`src/rtl/fifo_pkg.sv`:
```
// Shared types and helpers for the asynchronous FIFO schedulers.
// Both the write-side and read-side arbiters import this package.
package fifo_pkg;

  typedef enum logic {
    IDLE  = 1'b0,
    BURST = 1'b1
  } sched_state_e;

  localparam int FIFO_DSIZE = 8;
  localparam int ONEHOT_W   = 32;

  // Wide one-hot; callers cast it down to their requester count.
  function automatic logic [ONEHOT_W-1:0] onehot(input int unsigned idx);
    onehot = '0;
    if (idx < ONEHOT_W) onehot[idx] = 1'b1;
  endfunction

endpackage

```
`src/rtl/rr_pick.sv`:
```
// Combinational round-robin selector: first set request at or above rr_ptr,
// wrapping modulo NREQ, built as a double-width masked priority encoder.
module rr_pick #(
  parameter int NREQ = 4,
  parameter int IW   = $clog2(NREQ)
) (
  input  logic [NREQ-1:0] req,
  input  logic [IW-1:0]   rr_ptr,
  output logic            valid,
  output logic [IW-1:0]   idx
);

  logic [2*NREQ-1:0] masked;

  // NOTE: every variable written here gets a default first, so no path can
  // leave a value unassigned and infer a latch.
  always_comb begin
    masked = {req, req};
    for (int i = 0; i < NREQ; i++) begin
      if (i < int'(rr_ptr)) masked[i] = 1'b0;
    end
    // Scan downward so the last hit, i.e. the lowest masked position, wins.
    idx = '0;
    for (int i = 2*NREQ-1; i >= 0; i--) begin
      if (masked[i]) idx = IW'(i % NREQ);
    end
    valid = |req;
  end

endmodule

```
`src/rtl/fifo_wr_arbiter.sv`:
```
// Write-side scheduler: shares the FIFO write port among NREQ requesters with
// round-robin grants, bounded bursts and combinational wfull back-pressure.
module fifo_wr_arbiter
  import fifo_pkg::*;
#(
  parameter int NREQ      = 4,
  parameter int DSIZE     = FIFO_DSIZE,
  parameter int MAX_BURST = 4,
  parameter int IW        = $clog2(NREQ),
  parameter int CW        = $clog2(MAX_BURST+1)
) (
  input  logic                  wclk,
  input  logic                  wrst,
  input  logic [NREQ-1:0]       req,
  input  logic [NREQ*DSIZE-1:0] req_data,
  input  logic [NREQ-1:0]       req_last,
  input  logic                  wfull,
  output logic [NREQ-1:0]       gnt,
  output logic [NREQ-1:0]       ack,
  output logic                  winc,
  output logic [DSIZE-1:0]      wdata,
  output logic                  busy,
  output logic [CW-1:0]         burst_cnt
);

  sched_state_e    state, state_next;
  logic [IW-1:0]   owner, owner_next;
  logic [IW-1:0]   rr_ptr, rr_ptr_next;
  logic [NREQ-1:0] gnt_next;
  logic [CW-1:0]   cnt_next;

  logic            pick_valid;
  logic [IW-1:0]   pick_idx;
  logic            owner_req;
  logic            burst_end;
  logic [IW-1:0]   owner_succ;

  rr_pick #(
    .NREQ (NREQ),
    .IW   (IW)
  ) u_rr_pick (
    .req    (req),
    .rr_ptr (rr_ptr),
    .valid  (pick_valid),
    .idx    (pick_idx)
  );

  assign busy      = (state == BURST);
  assign owner_req = req[owner];
  assign wdata     = req_data[int'(owner)*DSIZE +: DSIZE];

  // wfull and wrst gate the strobe combinationally, so a write can never land
  // in a full FIFO or in a reset cycle.
  assign winc = busy & owner_req & ~wfull & ~wrst;
  assign ack  = winc ? NREQ'(onehot(int'(owner))) : '0;

  assign burst_end  = winc & (req_last[owner] | (burst_cnt == CW'(MAX_BURST-1)));
  assign owner_succ = (owner == IW'(NREQ-1)) ? '0 : owner + IW'(1);

  always_comb begin
    state_next  = state;
    owner_next  = owner;
    rr_ptr_next = rr_ptr;
    gnt_next    = gnt;
    cnt_next    = burst_cnt;
    case (state)
      IDLE: begin
        if (pick_valid) begin
          owner_next = pick_idx;
          gnt_next   = NREQ'(onehot(int'(pick_idx)));
          cnt_next   = '0;
          state_next = BURST;
        end
      end
      BURST: begin
        // A dropped request ends the grant just like a completed burst.
        if (!owner_req || burst_end) begin
          state_next  = IDLE;
          gnt_next    = '0;
          cnt_next    = '0;
          rr_ptr_next = owner_succ;
        end else if (winc) begin
          cnt_next = burst_cnt + CW'(1);
        end
      end
      default: state_next = IDLE;
    endcase
  end

  // NOTE: state registers use non-blocking assignments so every flop samples
  // the pre-edge values computed above, independent of statement order.
  always_ff @(posedge wclk) begin
    if (wrst) begin
      state     <= IDLE;
      owner     <= '0;
      rr_ptr    <= '0;
      gnt       <= '0;
      burst_cnt <= '0;
    end else begin
      state     <= state_next;
      owner     <= owner_next;
      rr_ptr    <= rr_ptr_next;
      gnt       <= gnt_next;
      burst_cnt <= cnt_next;
    end
  end

endmodule

```
`config.mk`:
```
export PLATFORM = sky130hd
export DESIGN_NAME = fifo_wr_arbiter
export DESIGN_NICKNAME = d
export VERILOG_FILES = /design/src/rtl/fifo_pkg.sv /design/src/rtl/rr_pick.sv /design/src/rtl/fifo_wr_arbiter.sv
export SDC_FILE = /design/constraint.sdc
export NUM_CORES = 1
export LEC_CHECK = 0
export ABC_AREA = 1
export BUFFER_PORTS_ARGS = -buffer_cell sky130_fd_sc_hd__buf_2
export CAP_MARGIN = 0
export CORE_UTILIZATION = 46
export DETAILED_ROUTE_END_ITERATION = 12
export GPL_TIMING_DRIVEN = 0
export PLACE_DENSITY = 0.84
export SYNTH_ARGS = -nofsm -noshare
export SYNTH_HDL_FRONTEND = slang
export SYNTH_HIERARCHICAL = 1
export SYNTH_SLANG_ARGS = --single-unit
export TNS_END_PERCENT = 100
```
`constraint.sdc`:
```
create_clock -name wclk -period 2.6 [get_ports wclk]
set_input_delay 0.13 -clock wclk [delete_from_list [all_inputs] [get_ports wclk]]
set_output_delay 0.13 -clock wclk [all_outputs]
set_load 0.01 [all_outputs]
```
==> run metrics, run 1 <==
run status=complete, no violations; worst reg2reg path endpoint=rr_ptr[1]; worst reg2reg path startpoint=owner[0]; IO Count=between 60 and 70; die area=0.00251 mm2; DRT Pass-1 Iters=4; antenna violations before repair=0; Remaining DRCs=0; CP Cell Sequence=buf_6 -> clkbuf_1 -> o21ai_0 -> o22ai_1 -> buf_2; Synth async-reset ratio=0%; Die Y=50.1 um; Worst Hold Depth=4; Lkg Pwr=0.000768 uW; clock-pin slew on the worst setup and hold paths=90 ps; first-pass GRT wire length=~4.8 mm; final hold violation count=0; synth warn=6; hold-critical path endpoint=burst_cnt[0]; WL/cell=10.5 um; Synth cell types=25; critical path class=reg2out; Max Cap Viol=0; initial core utilization=48.5%; Root Driver=clkbuf_4; worst-path fanout max=10; syn_area_per_cell=roughly 6.4 um2; H-tree levels=1; final period utilization=71.1%; Synth top cells by count=nor2_1, nand2_1, inv_1; GRT Overall Usage=24.1%; DR vias=1276; top-area cell type share of the netlist area=22.6%; Antenna Violating Nets Remaining=0; Buffers on Ports=63; final hold slack=195 ps; Reg2Reg Setup Slack=1070 ps; Final Skew=8.23 ps; Worst EP required=2470 ps; # hold bufs at CTS=0; FF-to-FF path depth=6; Core Region=~0.0022 mm2; Peak VDD IR=373 uV; CTS buffer count=3; WP depth=5; setup bufs post-CTS=0; Site Rows=17; Seq/Total Area, Yosys=a little under a quarter; gpl congestion=0.857; chip width=50.1 um; NumNets Final=between 200 and 300; Synth Net Count=roughly 220; mapped cell area=0.00106 mm2; TritonCTS clock tree=yes; #FFs+latches synth=12; Max transition margin=just under 70%; fmax=0.541 GHz; largest area contributor in the netlist=dfxtp_1; RSZ-0062 raised after global routing=false; number of cells upsized or downsized after cts=0; Syn-to-layout area delta=36.4%; number of enable flip-flop cells after synthesis=0; HP Start=wrst; final WL=2.74 mm; CP peak stage delay=450 ps; vias in the first global route=1178; worst path bufs/invs=3; Clock Sinks=12; Via density=approximately 5; share of post-route cells with drive strength above 1=40.3%; CTS Buffer Depth=2; slowest library cell on the worst path=dfxtp_1; pin count of the biggest net entering global routing=12; setup violators final=0; Pwr Density=453 mW/mm2; most instantiated library cell after synthesis=nor2_1; Worst Hold Class=in2reg; top cell family by delay on the critical path=buffers and inverters; setup TNS=0 ps; post-layout min period=1850 ps; Worst-Margin Slew=473 ps; placed wire-length estimate=2.15 mm; top_reg_cell synth=dfxtp_1; Synth Instances=166; synth top area cells=dfxtp_1, nor2_1, nand2_1; Antenna Cells=0; DR iter-0 viols=28; crit path launch type=flip-flop; Clock Latency Late Sink=290 ps; final-report max-slew violation count=0; CP endpoint kind=primary output; grt ovf=0; CP arrival=roughly 1700 ps
[cells in the final DEF (no fill, tap or decap)]
cell type | Yosys | routed
buf_2 | 3 | 66
nor2_1 | 25 | 25
nand2_1 | 22 | 22
inv_1 | 19 | 19
o21ai_0 | 16 | 16
dfxtp_1 | 12 | 12
nand3_1 | 11 | 11
a21oi_1 | 10 | 10
o22ai_1 | 8 | 8
inv_2 | 6 | 6
nand4_1 | 6 | 6
ha_1 | 6 | 6
nor2_2 | 4 | 4
nand2_4 | 4 | 4
clkbuf_4 | 0 | 3
nand3_2 | 2 | 2
clkbuf_1 | 2 | 2
a21oi_2 | 2 | 2
nor3_4 | 1 | 1
buf_6 | 1 | 1
nand2_2 | 1 | 1
o21ai_1 | 1 | 1
a211oi_2 | 1 | 1
or2_2 | 1 | 1
a211oi_1 | 1 | 1
clkbuf_8 | 0 | 1
or2_4 | 1 | 1
[metrics by stage]
step           setup slack (ps)  cells  cell area (um2)  utilization, %  power [uW]
2_1_floorplan              1230    166             1060               -         404
3_3_place_gp               1040    257             1410            64.5         499
3_5_place_dp               1060    257             1410            64.5         502
4_1_cts                     750    261             1450            66.1         655
5_1_grt                     596    261             1450            66.1         705
6_report                    752    261             1450            66.1         656
[logic make-up after synthesis]
logic type	count (synthesis)	share of synthesized area [%]
compound gates	39	21.0
fa+ha+maj	6	7.07
buf+inv	31	12.0
flops	12	22.6
simple gates	78	37.3
[power breakdown]
group	leakage (uW)	switching [uW]	internal, uW
clock	0.0000210	72.7	85.4
combinational	0.000649	165	115
sequential	0.0000982	17.8	200
total	0.000768	256	401
[layout make-up]
class	instances	area, um2
plain buffers	6	33.8
clock buffers	4	36.3
fillers	199	742
inverters	25	93.8
multi-input cells	123	694
flip-flops and latches	12	240
well taps	28	35.0
repair buffers	63	315
[worst max-delay path by stage]
stage               startpoint        end  slack (ps)
global placement      owner[0]     ack[0]        1040
global route          owner[0]   wdata[3]         600
finish                owner[0]   wdata[5]         750
detailed placement    owner[0]  rr_ptr[1]        1060
floorplan                 busy     ack[0]        1230
CTS                   owner[0]     ack[2]         750
[worst register-to-register path, stage by stage (launching register included)]
cell and delay, ps:
dfxtp_1 450, inv_1 130, buf_2 190, buf_2 210
ha_1 310, nand2_1 80, a21oi_2 50
[sequential cells by signal, indices dropped and copies added (netlist names)]
name / count
rr_ptr: 2
owner: 2
gnt: 4
burst_cnt: 3
busy: 1
[routing by layer]
metal / up-vias / global-route usage, % / routed length (um)
met5: - / 0 / 0
met4: 0 / 3.81 / 12
met3: 2 / 7.10 / 130
met2: 32 / 40.0 / 1310
met1: 561 / 30.8 / 1280
li1: 681 / - / -
(Power assumes the default switching activity.)
==> run 2, diff against run 1 <==
--- a/config.mk
+++ b/config.mk
@@ -8,10 +8,10 @@
 export ABC_AREA = 1
 export BUFFER_PORTS_ARGS = -buffer_cell sky130_fd_sc_hd__buf_2
 export CAP_MARGIN = 0
-export CORE_UTILIZATION = 46
+export CORE_UTILIZATION = 39
 export DETAILED_ROUTE_END_ITERATION = 12
 export GPL_TIMING_DRIVEN = 0
-export PLACE_DENSITY = 0.84
+export PLACE_DENSITY = 0.76
 export SYNTH_ARGS = -nofsm -noshare
 export SYNTH_HDL_FRONTEND = slang
 export SYNTH_HIERARCHICAL = 1
==> constraint.sdc (replaced) <==
create_clock -name wclk -period 1.7 [get_ports wclk]
set_input_delay 0.085 -clock wclk [delete_from_list [all_inputs] [get_ports wclk]]
set_output_delay 0.085 -clock wclk [all_outputs]
set_load 0.01 [all_outputs]
==> run 2 against run 1 <==
Effect of this change:
- sequential power increased by 53%
- combinational power increased by 59%
- via count increased by 4.2%
- sequential share of layout area increased by 0.17 points
- setup slack got worse by 680 ps
- wire length increased by 10%
- flip-flop and latch count unchanged
- final area increased by 2.6%
- non-clock buffer count increased by 2
- register-to-register slack got worse by 750 ps
- critical path type unchanged
- largest power group unchanged
==> run metrics, run 2 (synthesized netlist as in run 1, its figures left out) <==
GRT Overall Usage=around 22%; Peak VDD IR=651 uV; final-report max-slew violation count=0; Clock Sinks=12; H-tree levels=1; Buffers on Ports=63; TritonCTS clock tree=yes; die area=0.00294 mm2; worst-path fanout max=4; register area=about 250 um2; CP arrival=1550 ps; Worst-Margin Slew=504 ps; DRT Pass-1 Iters=4; first-pass GRT wire length=4.80 mm; Via density=about 5.0; Filler Cell Count=268; Top reg by flops=gnt; final WL=3.01 mm; Regs by FF count=gnt (4), burst_cnt (3); post-layout util=58.9%; Multi-input gate area=699 um2; Site Rows=18; critical path class=reg2out; Core Region=0.00252 mm2; Remaining DRCs=0; Root Driver=clkbuf_4; Max transition margin=66.4%; gpl congestion=0.844; max FFs per register=4; initial core utilization=42.1%; DP Area=0.00142 mm2; share of post-route cells with drive strength above 1=between 40% and 50%; DR vias=between 1000 and 1500; Antenna Violating Nets Remaining=0; antenna violations before repair=0; # hold bufs at CTS=0; Worst EP required=1620 ps; most frequent cells in the layout=buf_2, nor2_1, nand2_1, inv_1, o21ai_0; grt ovf=0; fmax=slightly above 0.6 GHz; vias in the first global route=1155; CP endpoint kind=primary output; Die Y=about 54 um; chip width=54.2 um; CTS Buffer Depth=2; Syn-to-layout area delta=39.9%; run status=complete, no violations; Worst Hold Class=in2reg; Clock Latency Late Sink=280 ps; final hold slack=about 140 ps; CTS buffer count=3; placed wire-length estimate=2.32 mm; Tot Pwr=1020 uW; Max Cap Viol=0; final period utilization=96.0%; Antenna Cells=0; IO Count=64; Final Skew=0.475 ps; pin count of the biggest net entering global routing=12; setup TNS=0 ps; clock-pin slew on the worst setup and hold paths=80 ps; setup violators final=0; final hold violation count=0; post-layout min period=1630 ps; Lkg Pwr=0.000788 uW; final instance area=0.00149 mm2; most common cell after layout, fill and taps aside=buf_2; WL/cell=11.4 um; Pwr Density=684 mW/mm2; NumNets Final=285; DR iter-0 viols=21; crit path launch type=flip-flop
[run 2: cell count changes in the layout (fill, tap and decap cells not counted), sizes merged]
cell,previous run,this run
buf,67,69
[run 2: metrics by stage]
step	std cells	setup WS [ps]
after floorplan	166	348
after global placement	259	141
after detailed placement	259	129
after CTS	263	2.54
after global routing	265	-9.17
final	265	67.5
[run 2: final timing paths]
kind	start	to	slack [ps]	cells past startpoint
setup / recovery	busy	ack[0]	70	7
hold / removal	wrst	burst_cnt[0]	140	4
setup reg to reg	rr_ptr[1]	gnt[2]	320	7
hold reg to reg	gnt[1]	gnt[1]	490	2
[run 2: timing repair]
item / CTS / global route
cloned: 0 / 0
gates resized for setup: 6 / 5
pin swaps: 0 / 1
setup buffers: 0 / 3
endpoints found under the hold margin: 0 / 0
endpoints found under the setup margin: 10 / 4
[run 2: critical path: stages, from the launching register on]
cell     delay [ps]
dfxtp_2         390
inv_2            80
nor3_4          240
inv_2            70
nor2_4          130
inv_2            70
nor2_1          130
buf_2           150
[run 2: per-layer routing]
metal	GRT usage, %	vias up	part of all wire (%)
li1	-	690	-
met1	27.1	609	45
met2	39.2	28	50
met3	5.65	2	4.5
met4	4.27	0	0.56
met5	0	-	0
[run 2: where the power goes]
part	switching, uW	total (uW)	leakage (uW)	internal [uW]
Sequential	26.4	334	0.0000997	308
Combinational	259	444	0.000667	185
Clock	109	239	0.0000210	130
Total	394	1020	0.000788	623
[run 2: area by class of cell]
type	instances	share of cell area, %
inverters	25	6.31
multi-input cells	123	47.1
clock buffers	4	2.44
repair buffers	66	22.7
flip-flops and latches	12	16.8
well taps	30	2.53
plain buffers	5	2.19
